File: src/rtl/goldschmidt_divider.sv
// Self-sequenced Goldschmidt divider for UQ1.F operands in [1,2).
// One shared multiplier is time-multiplexed across the scale and refinement states.
module goldschmidt_divider #(
  parameter int WIDTH = 16,
  parameter int ITER  = 4,
  parameter int ROUND = 0
) (
  input  logic             clk,
  input  logic             reset,
  input  logic             start,
  input  logic [WIDTH-1:0] n_in,
  input  logic [WIDTH-1:0] d_in,
  input  logic [WIDTH-1:0] ia_in,
  output logic             busy,
  output logic             done,
  output logic             err,
  output logic [WIDTH-1:0] quotient,
  output logic [WIDTH-1:0] d_final
);

  localparam int F  = WIDTH - 1;
  localparam int PW = 2 * WIDTH + 1;

  typedef enum logic [2:0] {
    IDLE    = 3'd0,
    SCALE_D = 3'd1,
    SCALE_N = 3'd2,
    ITER_D  = 3'd3,
    ITER_N  = 3'd4,
    FIN     = 3'd5
  } state_t;

  state_t           state;
  logic [WIDTH-1:0] n_cap;
  logic [WIDTH-1:0] d_cap;
  logic [WIDTH-1:0] ia_cap;
  logic [WIDTH-1:0] reg_n;
  logic [WIDTH-1:0] reg_d;
  logic [WIDTH:0]   k_reg;
  logic [3:0]       iter_cnt;
  logic             err_pend;

  logic [WIDTH:0]   k_comb;
  logic [WIDTH:0]   mul_a;
  logic [WIDTH-1:0] mul_b;
  logic [PW-1:0]    prod;
  logic [WIDTH-1:0] prod_red;
  logic [4:0]       cnt_next;
  logic             last_iter;

  // Drop F fractional bits (optionally rounding half-up), saturating at 2.0.
  function automatic logic [WIDTH-1:0] reduce_prod(input logic [PW-1:0] p);
    logic [PW-1:0] r;
    r = p;
    if (ROUND != 0) r = p + (PW'(1) << (F - 1));
    r = r >> F;
    if (r >= (PW'(1) << WIDTH)) return '1;
    return r[WIDTH-1:0];
  endfunction

  assign k_comb    = {1'b1, {WIDTH{1'b0}}} - {1'b0, reg_d};
  assign prod      = PW'(mul_a) * PW'(mul_b);
  assign prod_red  = reduce_prod(prod);
  assign cnt_next  = {1'b0, iter_cnt} + 5'd1;
  assign last_iter = (cnt_next >= 5'(ITER));

  always_comb begin
    mul_a = {1'b0, ia_cap};
    mul_b = d_cap;
    case (state)
      SCALE_N: mul_b = n_cap;
      ITER_D: begin
        mul_a = k_comb;
        mul_b = reg_d;
      end
      ITER_N: begin
        mul_a = k_reg;
        mul_b = reg_n;
      end
      default: ;
    endcase
  end

  always_ff @(posedge clk or negedge reset) begin
    if (!reset) begin
      state    <= IDLE;
      busy     <= 1'b0;
      done     <= 1'b0;
      err      <= 1'b0;
      err_pend <= 1'b0;
      quotient <= '0;
      d_final  <= '0;
      n_cap    <= '0;
      d_cap    <= '0;
      ia_cap   <= '0;
      reg_n    <= '0;
      reg_d    <= '0;
      k_reg    <= '0;
      iter_cnt <= '0;
    end else begin
      done <= 1'b0;
      case (state)
        IDLE: begin
          if (start) begin
            n_cap  <= n_in;
            d_cap  <= d_in;
            ia_cap <= ia_in;
            // Operands below 1.0 bypass the datapath; err is published at FIN.
            if (!n_in[WIDTH-1] || !d_in[WIDTH-1]) begin
              err_pend <= 1'b1;
              state    <= FIN;
            end else begin
              err_pend <= 1'b0;
              busy     <= 1'b1;
              state    <= SCALE_D;
            end
          end
        end
        SCALE_D: begin
          reg_d <= prod_red;
          state <= SCALE_N;
        end
        SCALE_N: begin
          reg_n    <= prod_red;
          iter_cnt <= '0;
          state    <= (ITER > 0) ? ITER_D : FIN;
        end
        ITER_D: begin
          k_reg <= k_comb;
          reg_d <= prod_red;
          state <= ITER_N;
        end
        ITER_N: begin
          reg_n    <= prod_red;
          iter_cnt <= cnt_next[3:0];
          state    <= last_iter ? FIN : ITER_D;
        end
        FIN: begin
          done     <= 1'b1;
          busy     <= 1'b0;
          err      <= err_pend;
          quotient <= err_pend ? '0 : reg_n;
          d_final  <= reg_d;
          state    <= IDLE;
        end
        default: state <= IDLE;
      endcase
    end
  end

endmodule
File: config.mk
export PLATFORM = sky130hd
export DESIGN_NAME = goldschmidt_divider
export DESIGN_NICKNAME = d
export VERILOG_FILES = /design/src/rtl/goldschmidt_divider.sv
export SDC_FILE = /design/constraint.sdc
export NUM_CORES = 1
export LEC_CHECK = 0
export ABC_AREA = 1
export ABC_CLOCK_PERIOD_IN_PS = 8600
export BUFFER_PORTS_ARGS = -buffer_cell sky130_fd_sc_hd__buf_2
export CAP_MARGIN = 5
export CORE_UTILIZATION = 64
export DETAILED_ROUTE_END_ITERATION = 12
export GPL_TIMING_DRIVEN = 0
export PLACE_DENSITY = 0.83
export SLEW_MARGIN = 40
export SYNTH_ARGS = -nofsm -noshare
export SYNTH_HDL_FRONTEND = slang
export SYNTH_SLANG_ARGS = --single-unit
File: constraint.sdc
create_clock -name clk -period 8.6 [get_ports clk]
set_clock_uncertainty 0.1 [all_clocks]
set_input_delay 0.43 -clock clk [delete_from_list [all_inputs] [get_ports clk]]
set_output_delay 0.43 -clock clk [all_outputs]
set_load 0.03 [all_outputs]
Word-level counts from Yosys, hierarchy flattened
Cells that the tools add are included.
Cells by class
  bitwise operators: 0
  eq/ne operators: 7
  reduce and logical (&&, ||, !) cells: 10
  multiplexer cells: 16
  add/subtract/negate cells: 2
  multiply operators: 1
  shift operators: 0
  magnitude comparators: 2
  div/mod/pow operators: 0
Operator list (number)
  $mux 16: 3
  $pmux 16 s3: 1
  $pmux 17 s2: 1
  $mul 17x16->33: 1
  $ge 18x17->1 const B: 1
  $sub 17x16->17 const A: 1
  $pmux 3 s5: 1
  $mux 3: 3
  $pmux 4 s2: 1
  $eq 3x2->1 const B: 2
  $eq 3x3->1 const B: 2
  $add 4x1->5 const B: 1
  $ge 5x3->1 const B: 1
  $mux 1: 5
  $ne 2x2->1 const B: 2
  $reduce_bool 2->1: 2
  $reduce_or 2->1: 2
  $eq 3x1->1 const B: 1
  $logic_not 3->1: 1
  $reduce_and 3->1: 1
  $logic_not 1->1: 2
  $pmux 1 s2: 1
  $reduce_and 2->1: 1
  $logic_or 1x1->1: 1
Storage, ports and cells
  bits in latches: 0
  input port bits: 51
  bits in writable memories: 0
  output and inout bits: 35
  bits in registers: 140
  memories kept: 0
  logic and storage cells: 52
  memory bits (read-only): 0

Logic depth before layout (Yosys ltp)
Gate-level depths: netlist of the first run.
  word-level depth: 6
  depth in mapped cells: 44
  mapped depth without buffers: 44

Worst setup path before layout of the first run
No wires, ideal clock.
  path type: reg-to-reg
  from: reg reg_d[0]
  to: reg reg_n[15]
  slack: 1.508 ns
  data arrival time: 6.875 ns
  cell stages (with the launch flop): 38
  buffers on the path: 2
  clock period less this slack: 7.092 ns
  setup time: 0.117 ns
  data required time: 8.383 ns
  cells stage by stage: dfrtp_1 -> inv_1 -> ha_1 -> inv_1 -> nor3_1 -> inv_1 -> nor2_1 -> nand3_1 -> nor2_1 -> nand4_1 -> nand2_1 -> nand3_1 -> nand3_1 -> o21ai_0 -> inv_1 -> clkbuf_1 -> nand2_1 -> fa_1 -> [... 2 more ...] -> inv_1 -> fa_1 -> fa_1 -> inv_1 -> fa_1 -> inv_1 -> ha_1 -> a21o_1 -> a31oi_1 -> o21a_1 -> nand2_1 -> nand2_1 -> nand3b_1 -> nand2_4 -> buf_6 -> nand3_1 -> nand2_1 -> nand2_1
On the way
  cells in the longest elaborated chain, start to end: 6
  elaborated cells between the ends (all ways): 7
  those cells by class: add/sub: 1; mul: 1; order compare: 1; mux: 4
RTL lines
  from (decl): line 38  | logic [WIDTH-1:0] reg_d;
  from (signal assigned): line 120  | reg_d <= prod_red;
  from (signal assigned): line 130  | reg_d <= prod_red;
  $sub 17x16->17: line 61  | assign k_comb = {1'b1, {WIDTH{1'b0}}} - {1'b0, reg_d};
  $pmux 17 s2: line 70  | case (state)
  $mul 17x16->33 *: line 62  | assign prod = PW'(mul_a) * PW'(mul_b);
  $ge 18x17->1: line 57  | if (r >= (PW'(1) << WIDTH)) return '1;
  $mux 1: line 57
  $mux 16 *: line 58  | return r[WIDTH-1:0];
  to (signal assigned): line 124  | reg_n <= prod_red;
  to (signal assigned): line 134  | reg_n <= prod_red;
  to (decl): line 37  | logic [WIDTH-1:0] reg_n;
Mark *: on every way between the ends. The rest lies on a longest branch, timed or not.
A chain may end at the register's enable or synchronous reset.

Worst setup path after layout of the first run
  from: reg state[2]
  to: reg reg_n[3]
On the way
  cells in the longest elaborated chain, start to end: 6
  elaborated cells between the ends (all ways): 10
  those cells by class: mul: 1; order compare: 1; eq/ne: 3; mux: 4; reduce/logical: 1
RTL lines
  from (decl): line 33  | state_t state;
  from (signal assigned): line 126  | state <= (ITER > 0) ? ITER_D : FIN;
  from (signal assigned): line 136  | state <= last_iter ? FIN : ITER_D;
  $eq 3x3->1 (tied with other cells): line 70, 102
  $pmux 16 s3 / $pmux 17 s2 (equally long branches): line 70
  $mul 17x16->33: line 62
  $ge 18x17->1: line 57
  $mux 1: line 57
  $mux 16: line 58
Parallel ways exist; a longest one is shown, timed or not.

==> results.txt, run 1 <==
status - finished clean
number of vias per cell - 5.73
worst r2r src - state[2]
area share of the largest cell type after synthesis - 26.5%
CTS buffer count - 17
Max clock buf depth - 2
Core ar. - 23,700 um2
required time worst endpoint - 8810 ps
Initial DRC Count - 1,603
Synth top cells by count - 599 x nand2_1, 394 x inv_1, 207 x fa_1, 149 x nor2_1, 140 x dfrtp_1
Max FO, Critical Path - 10
critical path arrival - 8410 ps
# diodes - 0
die height - 158 um
GR Util All Layers - 39.1%
max-slew violations - 0
post-synthesis sequential area ratio - 22.4%
max reg flops - 17
Crit path top cell by count - fa_1
EDFF count, synth - 0
leading area contributor after synthesis - fa_1
endpoints failing hold - 0
Achievable Freq - 0.122 GHz
Worst R2R Path Depth - 29
#FFs+latches synth - 140
Root Buffer - clkbuf_16
first-pass GRT wire length - 73.0 mm
pin count of the biggest net entering global routing - 63
Mapped Nets - 2,335
Post-Route WL - 46.3 mm
most numerous cell in the Yosys netlist - nand2_1
Nets - 2,451
Worst Setup Start Kind - flip-flop
R2R Setup Slk - 400 ps
slowest stage delay, CP - 580 ps
Site Rows - 56
Slew @ Worst Pin - 865 ps
post-detail-place hpwl - 37.7 mm
predominant post-synthesis flop cell - dfrtp_1
worst hold path startpoint - n_in[6]
Warnings, synthesis - 0
setup TNS - 0 ps
Port Buf Inserts - 85
Slowest-stage cell, CP - fa_1
Die Footprint - 25,000 um2
H-Tree Level Count - 4
top post-synthesis cells by area - fa_1 27%, dfrtp_1 22%, nand2_1 14%
FF-to-FF End - reg_n[3]
layout cell share with drive strength beyond 1 - 10.3%
routed len/inst - 19.1 um
CTS clk-pin slew, worst paths - 60 ps
worst hold path class - in -> reg
gr ovfl total - 0
synthesized cell area - 15,600 um2
Avg Inst Size Synth - 7.92 um2
Syn Inst Count - 1,972
antenna-violating nets left - 0
Via Count - 13,854
DRT Pass-1 Iters - 7
ys async rst share - 100%
maxcap violations - 0
Skew-Pair Late Insertion Delay - 430 ps
post-synth cell types - 50
CTS tree - built
min cycle time layout - 8200 ps
Critical Path Sink Type - flip-flop
Die Wd - 158 um
WHS Endpoint - n_cap[6]
RD Place Congestion - 0.985
Area Overhead vs Synth - 10.4%
vias in the first global route - 13,666
Hold WS - 92.3 ps
worst hold stages - 3
part of the cycle the worst path needs - 95.4%
final setup vio count - 0
critical path class - reg -> reg
worst rel slew slack - 42.3%
IO Pins - 86
clock sinks - 140
initial core utilization - 66.0%
# DRC - 0
antenna violations before repair - 1
stage by stage:
| stage | instances | util, % | cell area, um2 | setup slack [ps] |
|---|---|---|---|---|
| after floorplan | 1972 | - | 15600 | 1510 |
| after global placement | 2376 | 69.4 | 16400 | -134 |
| after detailed placement | 2379 | 69.8 | 16500 | 36.5 |
| after CTS | 2411 | 72.1 | 17100 | 9.98 |
| after global routing | 2419 | 72.8 | 17200 | -9.66 |
| final | 2419 | 72.8 | 17200 | 400 |
worst max-delay path by stage:
stage,startpoint,end,slack [ps],cells past startpoint
2_1_floorplan,reg_d[0],reg_n[15],1510,37
3_3_place_gp,reg_d[0],reg_n[3],-130,34
3_5_place_dp,reg_d[0],reg_n[1],40,34
4_1_cts,reg_d[0],reg_n[1],10,34
5_1_grt,reg_d[0],reg_d[10],-10,40
6_report,state[2],reg_n[3],400,29
worst max-delay path: cells and delay by family, from the launching register on:
family          cells  cell delay [ps]
fa+ha+maj           7             3450
simple gates        8             1290
compound gates      6             1470
flops               1              370
buf+inv             8             1400
what timing repair did:
| item | 4_1_cts | 5_1_grt |
|---|---|---|
| buffers inserted | 0 | 9 |
| hold buffers | 1 | 0 |
| resized for setup | 0 | 42 |
| hold endpoints to repair | 23 | 0 |
| setup endpoints to repair | 0 | 32 |
layer usage:
metal  GRT usage (%)  part of all wire [%]  vias up
li1                -                     -     6179
met1            54.4                    40     6729
met2            59.4                    45      817
met3            9.85                    12      129
met4            14.0                   3.5        0
met5               0                     0        -
kinds of logic after synthesis:
kind of cell	synth area share (%)
AND/OR/NAND/NOR	23.0
buffers and inverters	11.4
adder cells (fa/ha/maj)	34.9
AO/OA/AOI/OAI	7.40
flip-flops	22.4
XOR/XNOR	0.785
layout make-up:
type                            instances  area (um2)
Buffer                                 54         287
Clock buffer                           20         457
Clock inverter                         11        85.1
Fill cell                            1877        6440
Inverter                              403        1530
Multi-Input combinational cell       1374       10400
Sequential cell                       140        3500
Tap cell                              319         399
Timing Repair Buffer                   98         573
cell usage in the layout (no fill, tap or decap), types with 36 or more instances in the layout:
cell type / Yosys / final
buf_2: 6 / 89
o21ai_0: 76 / 69
ha_1: 105 / 103
dfrtp_1: 140 / 140
nand3_1: 46 / 46
fa_1: 207 / 207
nor2_1: 149 / 147
inv_1: 394 / 392
nand2_1: 599 / 598
a21oi_1: 41 / 36
Power of run 1 is left out: the tool's default activity adds up to more than one toggle a clock period on the data nets, which glitch-free logic cannot reach.
==> run 2: changes to the inputs <==
--- a/config.mk
+++ b/config.mk
@@ -9,6 +9,7 @@
 export ABC_CLOCK_PERIOD_IN_PS = 8600
 export BUFFER_PORTS_ARGS = -buffer_cell sky130_fd_sc_hd__buf_2
 export CAP_MARGIN = 5
+export CORE_MARGIN = 2
 export CORE_UTILIZATION = 64
 export DETAILED_ROUTE_END_ITERATION = 12
 export GPL_TIMING_DRIVEN = 0
==> run 2 against run 1 <==
Core utilization shrank 1.0 points. Final cell count grew 0.21%. Global-route usage shrank 1.5 points. Via count grew 0.69%. Flip-flop and latch count is the same. Die area grew 2.5%. Non-clock buffer count shrank 2. Maximum frequency shrank 1.8%. First-iteration DRC count grew 8.9%. Critical path type unchanged. Highest routed layer unchanged.
==> results.txt, run 2 (synthesized netlist as in run 1, its figures left out) <==
status - finished clean
Nets - 2,450
Core ar. - 24,100 um2
IO Pins - 86
worst hold path class - in -> reg
Die Wd - 160 um
# diodes - 0
Met2 Wirelength - 20.6 mm
first-pass GRT wire length - 74.4 mm
Worst Setup SP - state[0]
CTS tree - built
antenna-violating nets left - 0
Slew @ Worst Pin - 911 ps
worst rel slew slack - 39.3%
maxcap violations - 0
critical path arrival - 8570 ps
Site Rows - 57
worst hold path startpoint - n_in[7]
Filler cells - 1,914
Port Buf Inserts - 85
Critical Path Sink Type - flip-flop
Max FO, Critical Path - 10
# DRC - 0
vias in the first global route - 14,032
Root Buffer - clkbuf_16
layout cell share with drive strength beyond 1 - 10.4%
Via Count - 13,949
H-Tree Level Count - 4
endpoints failing hold - 0
clock sinks - 140
gr ovfl total - 0
met1 WL - 18.5 mm
Crit path top cell by count - inv_1
most common cell after layout, fill and taps aside - nand2_1
GR Util All Layers - 37.6%
critical path class - reg -> reg
worst r2r src - state[0]
routed len/inst - 19.2 um
Met3 Wirelength - 5.51 mm
antenna violations before repair - 0
commonest non-fill, non-tap cells in the layout - 598 x nand2_1, 390 x inv_1, 207 x fa_1
Max clock buf depth - 2
fin worst setup slack - 246 ps
RD Place Congestion - 1.02
Skew-Pair Late Insertion Delay - 440 ps
final setup vio count - 0
pin count of the biggest net entering global routing - 79
Area Overhead vs Synth - 10.7%
max reg flops - 17
Initial DRC Count - 1,745
max-slew violations - 0
CTS clk-pin slew, worst paths - 70 ps
CTS buffer count - 17
die height - 160 um
Highest Signal Layer - met4
initial core utilization - 64.8%
required time worst endpoint - 8810 ps
DRT Pass-1 Iters - 9
Post-Route WL - 46.6 mm
number of vias per cell - 5.75
post-detail-place hpwl - 36.9 mm
Worst Setup Start Kind - flip-flop
pre-CTS WS - 87.6 ps
slowest stage delay, CP - 790 ps
Achievable Freq - 0.120 GHz
Die Footprint - 25,700 um2
Slowest-stage cell, CP - a221oi_1
part of the cycle the worst path needs - 97.1%
min cycle time layout - 8350 ps
[run 2: changes by cell type in the layout (fill, tap and decap cells not counted), moves of 2 or more]
| cell | previous run | this run |
|---|---|---|
| o21ai_2 | 9 | 7 |
| inv_1 | 392 | 390 |
| bufinv_16 | 0 | 3 |
| a31oi_1 | 10 | 8 |
| a31oi_2 | 1 | 3 |
| buf_6 | 6 | 4 |
| clkbuf_8 | 2 | 0 |
[run 2: layer usage]
metal	vias to the layer above	track usage, %
met5	-	0
met4	0	15.1
met3	144	9.66
met2	836	56.1
met1	6780	53.2
li1	6189	-
[run 2: final timing paths]
check | depth (start not counted) | endpoint | slack (ps)
max | 32 | reg_d[10] | 250
min | 3 | n_cap[7] | 90
max reg2reg | 32 | reg_d[10] | 250
min reg2reg | 2 | k_reg[0] | 380
max in group asynchronous | 3 | k_reg[9] | 7200
min in group asynchronous | 2 | err | 410
[run 2: repair_timing]
action	in CTS	in global routing
setup endpoints to repair	0	32
gates resized for setup	0	43
hold endpoints to repair	62	0
buffers inserted	0	8
hold buffers	1	0
[run 2: layout make-up]
| cell class | count | area [um2] | share of cell area (%) |
|---|---|---|---|
| timing repair inverter | 1 | 5.00 | 0.0289 |
| inverter | 403 | 1530 | 8.85 |
| timing repair buffer | 96 | 538 | 3.11 |
| clock buffer | 18 | 429 | 2.48 |
| multi-input combinational | 1374 | 10400 | 60.3 |
| tap | 324 | 405 | 2.34 |
| sequential | 140 | 3500 | 20.3 |
| buffer | 54 | 278 | 1.61 |
| clock inverter | 14 | 183 | 1.06 |
[run 2: stage by stage]
stage                     hold slack [ps]  util [%]  instance area [um2]  TNS, ps  std cells
after floorplan                      34.4         -                15600        0       1972
after global placement                354      68.2                16500    -8720       2381
after detailed placement              302      68.5                16500        0       2383
after CTS                            95.1      71.1                17100        0       2416
after global routing                 98.3      71.8                17300    -1.79       2424
final                                94.1      71.8                17300        0       2424
[run 2: worst max-delay path, delay by kind of cell, from the launching register on]
family / cells / cell delay (ps)
AOI/OAI and AO/OA: 5 / 1460
adders and majority gates: 7 / 3340
buffers and inverters: 11 / 1680
DFF: 1 / 380
and+or+nand+nor: 9 / 1250
Power of run 2 is left out for the same reason.
==> run 3: changes to the inputs <==
--- a/config.mk
+++ b/config.mk
@@ -5,15 +5,15 @@
 export SDC_FILE = /design/constraint.sdc
 export NUM_CORES = 1
 export LEC_CHECK = 0
-export ABC_AREA = 1
-export ABC_CLOCK_PERIOD_IN_PS = 8600
+export ABC_AREA = 0
+export ABC_CLOCK_PERIOD_IN_PS = 6760
 export BUFFER_PORTS_ARGS = -buffer_cell sky130_fd_sc_hd__buf_2
 export CAP_MARGIN = 5
 export CORE_MARGIN = 2
-export CORE_UTILIZATION = 64
+export CORE_UTILIZATION = 58
 export DETAILED_ROUTE_END_ITERATION = 12
 export GPL_TIMING_DRIVEN = 0
-export PLACE_DENSITY = 0.83
+export PLACE_DENSITY = 0.79
 export SLEW_MARGIN = 40
 export SYNTH_ARGS = -nofsm -noshare
 export SYNTH_HDL_FRONTEND = slang
==> constraint.sdc (replaced) <==
create_clock -name clk -period 6.76 [get_ports clk]
set_clock_uncertainty 0.1 [all_clocks]
set_input_delay 0.338 -clock clk [delete_from_list [all_inputs] [get_ports clk]]
set_output_delay 0.338 -clock clk [all_outputs]
set_load 0.03 [all_outputs]
==> run 3 against run 2 <==
The flow now finishes with violations (negative setup slack). Synthesized cell count shrank 14%. Sequential share of layout area down 1.7 points. Die area rose by 10%. Flip-flop and latch count unchanged. Largest cell class unchanged.
==> results.txt, run 3 <==
Die Wd - 168 um
critical path class - reg -> reg
violated checks - negative setup slack
Nets - 2,241
post-synthesis sequential area ratio - 22.4%
Max FO, Critical Path - 10
Max clock buf depth - 2
R2R Setup Slk - -1320 ps
# DRC - 0
post-synth cell types - 81
placed cell areas - 17,000 um2
# diodes - 0
vias in the first global route - 13,653
worst rel slew slack - 44.4%
maxcap violations - 0
Avg Inst Size Synth - 9.21 um2
GR Util All Layers - 34.1%
Worst Setup Start Kind - flip-flop
max-slew violations - 0
Die Footprint - 28,300 um2
DRT Pass-1 Iters - 6
worst hold stages - 2
final setup vio count - 32
pre-CTS WS - -2100 ps
Skew-Pair Late Insertion Delay - 440 ps
Warnings, synthesis - 0
antenna violations before repair - 1
layout cell share with drive strength beyond 1 - 23.7%
part of the cycle the worst path needs - 120%
max reg flops - 17
synthesized cell area - 15,700 um2
ys async rst share - 100%
worst r2r src - reg_d[7]
Layout Cells excl Fill - 2,232
met2 usage - 54.8%
area of the multi-input gates - 11,600 um2
Core ar. - 26,700 um2
min cycle time layout - 8080 ps
H-Tree Level Count - 4
Syn Inst Count - 1,702
worst hold path class - in -> reg
leading area contributor after synthesis - fa_1
Mapped Nets - 2,065
Root Buffer - clkbuf_16
Slowest-stage cell, CP - or4_4
placed insts - 2,132
register area - 3510 um2
Area Overhead vs Synth - 20.6%
initial core utilization - 58.6%
gr ovfl total - 0
IO Pins - 86
met3 Use GR - 5.71%
GRT met1 Usage - 46.7%
Synth top cells by count - 256 x nand2_1, 252 x inv_1, 207 x fa_1, 159 x nor2_1, 140 x dfrtp_1
FF-to-FF End - reg_d[8]
endpoints failing hold - 0
status - finished, violations left
CTS buffer count - 17
RD Place Congestion - 1.01
most numerous cell in the Yosys netlist - nand2_1
die height - 168 um
Achievable Freq - 0.124 GHz
commonest non-fill, non-tap cells in the layout - 247 x nand2_1, 243 x inv_1, 202 x fa_1
Critical Path Sink Type - flip-flop
#FFs+latches synth - 140
routed len/inst - 22.1 um
slowest stage delay, CP - 570 ps
EDFF count, synth - 0
Post-Route WL - 49.3 mm
pin count of the biggest net entering global routing - 57
CTS tree - built
number of vias per cell - 6.14
first-pass GRT wire length - 74.1 mm
CTS clk-pin slew, worst paths - 70 ps
busiest grt layer - met2
clock sinks - 140
Initial DRC Count - 1,581
Crit path top cell by count - fa_1
predominant post-synthesis flop cell - dfrtp_1
Slew @ Worst Pin - 834 ps
fin worst setup slack - -1320 ps
Via Count - 13,707
critical path arrival - 8250 ps
RSZ-0062 raised after global routing - true
post-route cell area - 18,900 um2
top post-synthesis cells by area - fa_1 26%, dfrtp_1 22%, ha_1 8.4%
area share of the largest cell type after synthesis - 26.4%
antenna-violating nets left - 0
Site Rows - 60
required time worst endpoint - 6930 ps
WHS Endpoint - ia_cap[9]
most common cell after layout, fill and taps aside - nand2_1
Filler cells - 1,934
worst hold path startpoint - ia_in[9]
Port Buf Inserts - 85
post-detail-place hpwl - 36.3 mm
Worst R2R Path Depth - 28
-- run 3: layout make-up --
class                      instances  share of cell area, %
clock buffer                      21                   2.38
inverter                         253                   5.03
sequential                       140                   18.6
timing repair buffer             157                   5.71
buffer                            81                   3.64
clock inverter                    11                  0.835
multi-input combinational       1228                   61.5
tap                              341                   2.26
-- run 3: logic make-up (layout without fill, tap and decap cells) --
group                    count (synthesis)  count (layout)  share of synthesized area [%]
AND/OR/NAND/NOR                        579             579                           16.8
buffers and inverters                  335             523                           9.01
adder cells (fa/ha/maj)                312             312                           34.8
AO/OA/AOI/OAI                          221             221                           9.46
flip-flops                             140             140                           22.4
multiplexers                            84              85                           5.84
XOR/XNOR                                31              31                           1.73
-- run 3: critical path: cells and delay by family, from the launching register on --
family	cells	cell delay (ps)
adder cells (fa/ha/maj)	7	3380
flip-flops	1	400
buffers and inverters	8	1000
multiplexers	1	220
AO/OA/AOI/OAI	6	1100
AND/OR/NAND/NOR	5	1560
XOR/XNOR	1	120
-- run 3: per-stage QoR --
step	utilization, %	hold WS [ps]	setup TNS [ps]
after detailed placement	63.7	127	-65830
final	70.7	31.2	-41040
after global routing	70.7	35.1	-45890
after CTS	68.0	32.9	-35660
after global placement	63.3	354	-63660
after floorplan	-	-57.6	-12140
-- run 3: worst max-delay path by stage --
stage | start | endpoint | cells past startpoint | slack [ps]
after floorplan | reg_d[8] | reg_d[0] | 28 | -390
after global placement | state[1] | reg_d[11] | 28 | -2020
after detailed placement | state[1] | reg_d[12] | 28 | -2100
after CTS | reg_d[8] | reg_d[8] | 30 | -1160
after global routing | reg_d[5] | reg_d[8] | 31 | -1470
final | reg_d[7] | reg_d[8] | 28 | -1320
-- run 3: routing by layer --
layer  share of wire (%)  wire length, um
met5               0.026               13
met2                  47            23100
met4                 4.9             2430
met3                 9.9             4890
met1                  38            18800
-- run 3: repair_timing --
item,CTS,global route
gates cloned,2,1
hold endpoints to repair,35,0
pin swaps,19,33
endpoints found under the setup margin,32,32
resized for setup,76,100
buffers inserted,27,39
hold buffers,1,0
Power of run 3 is left out for the same reason.
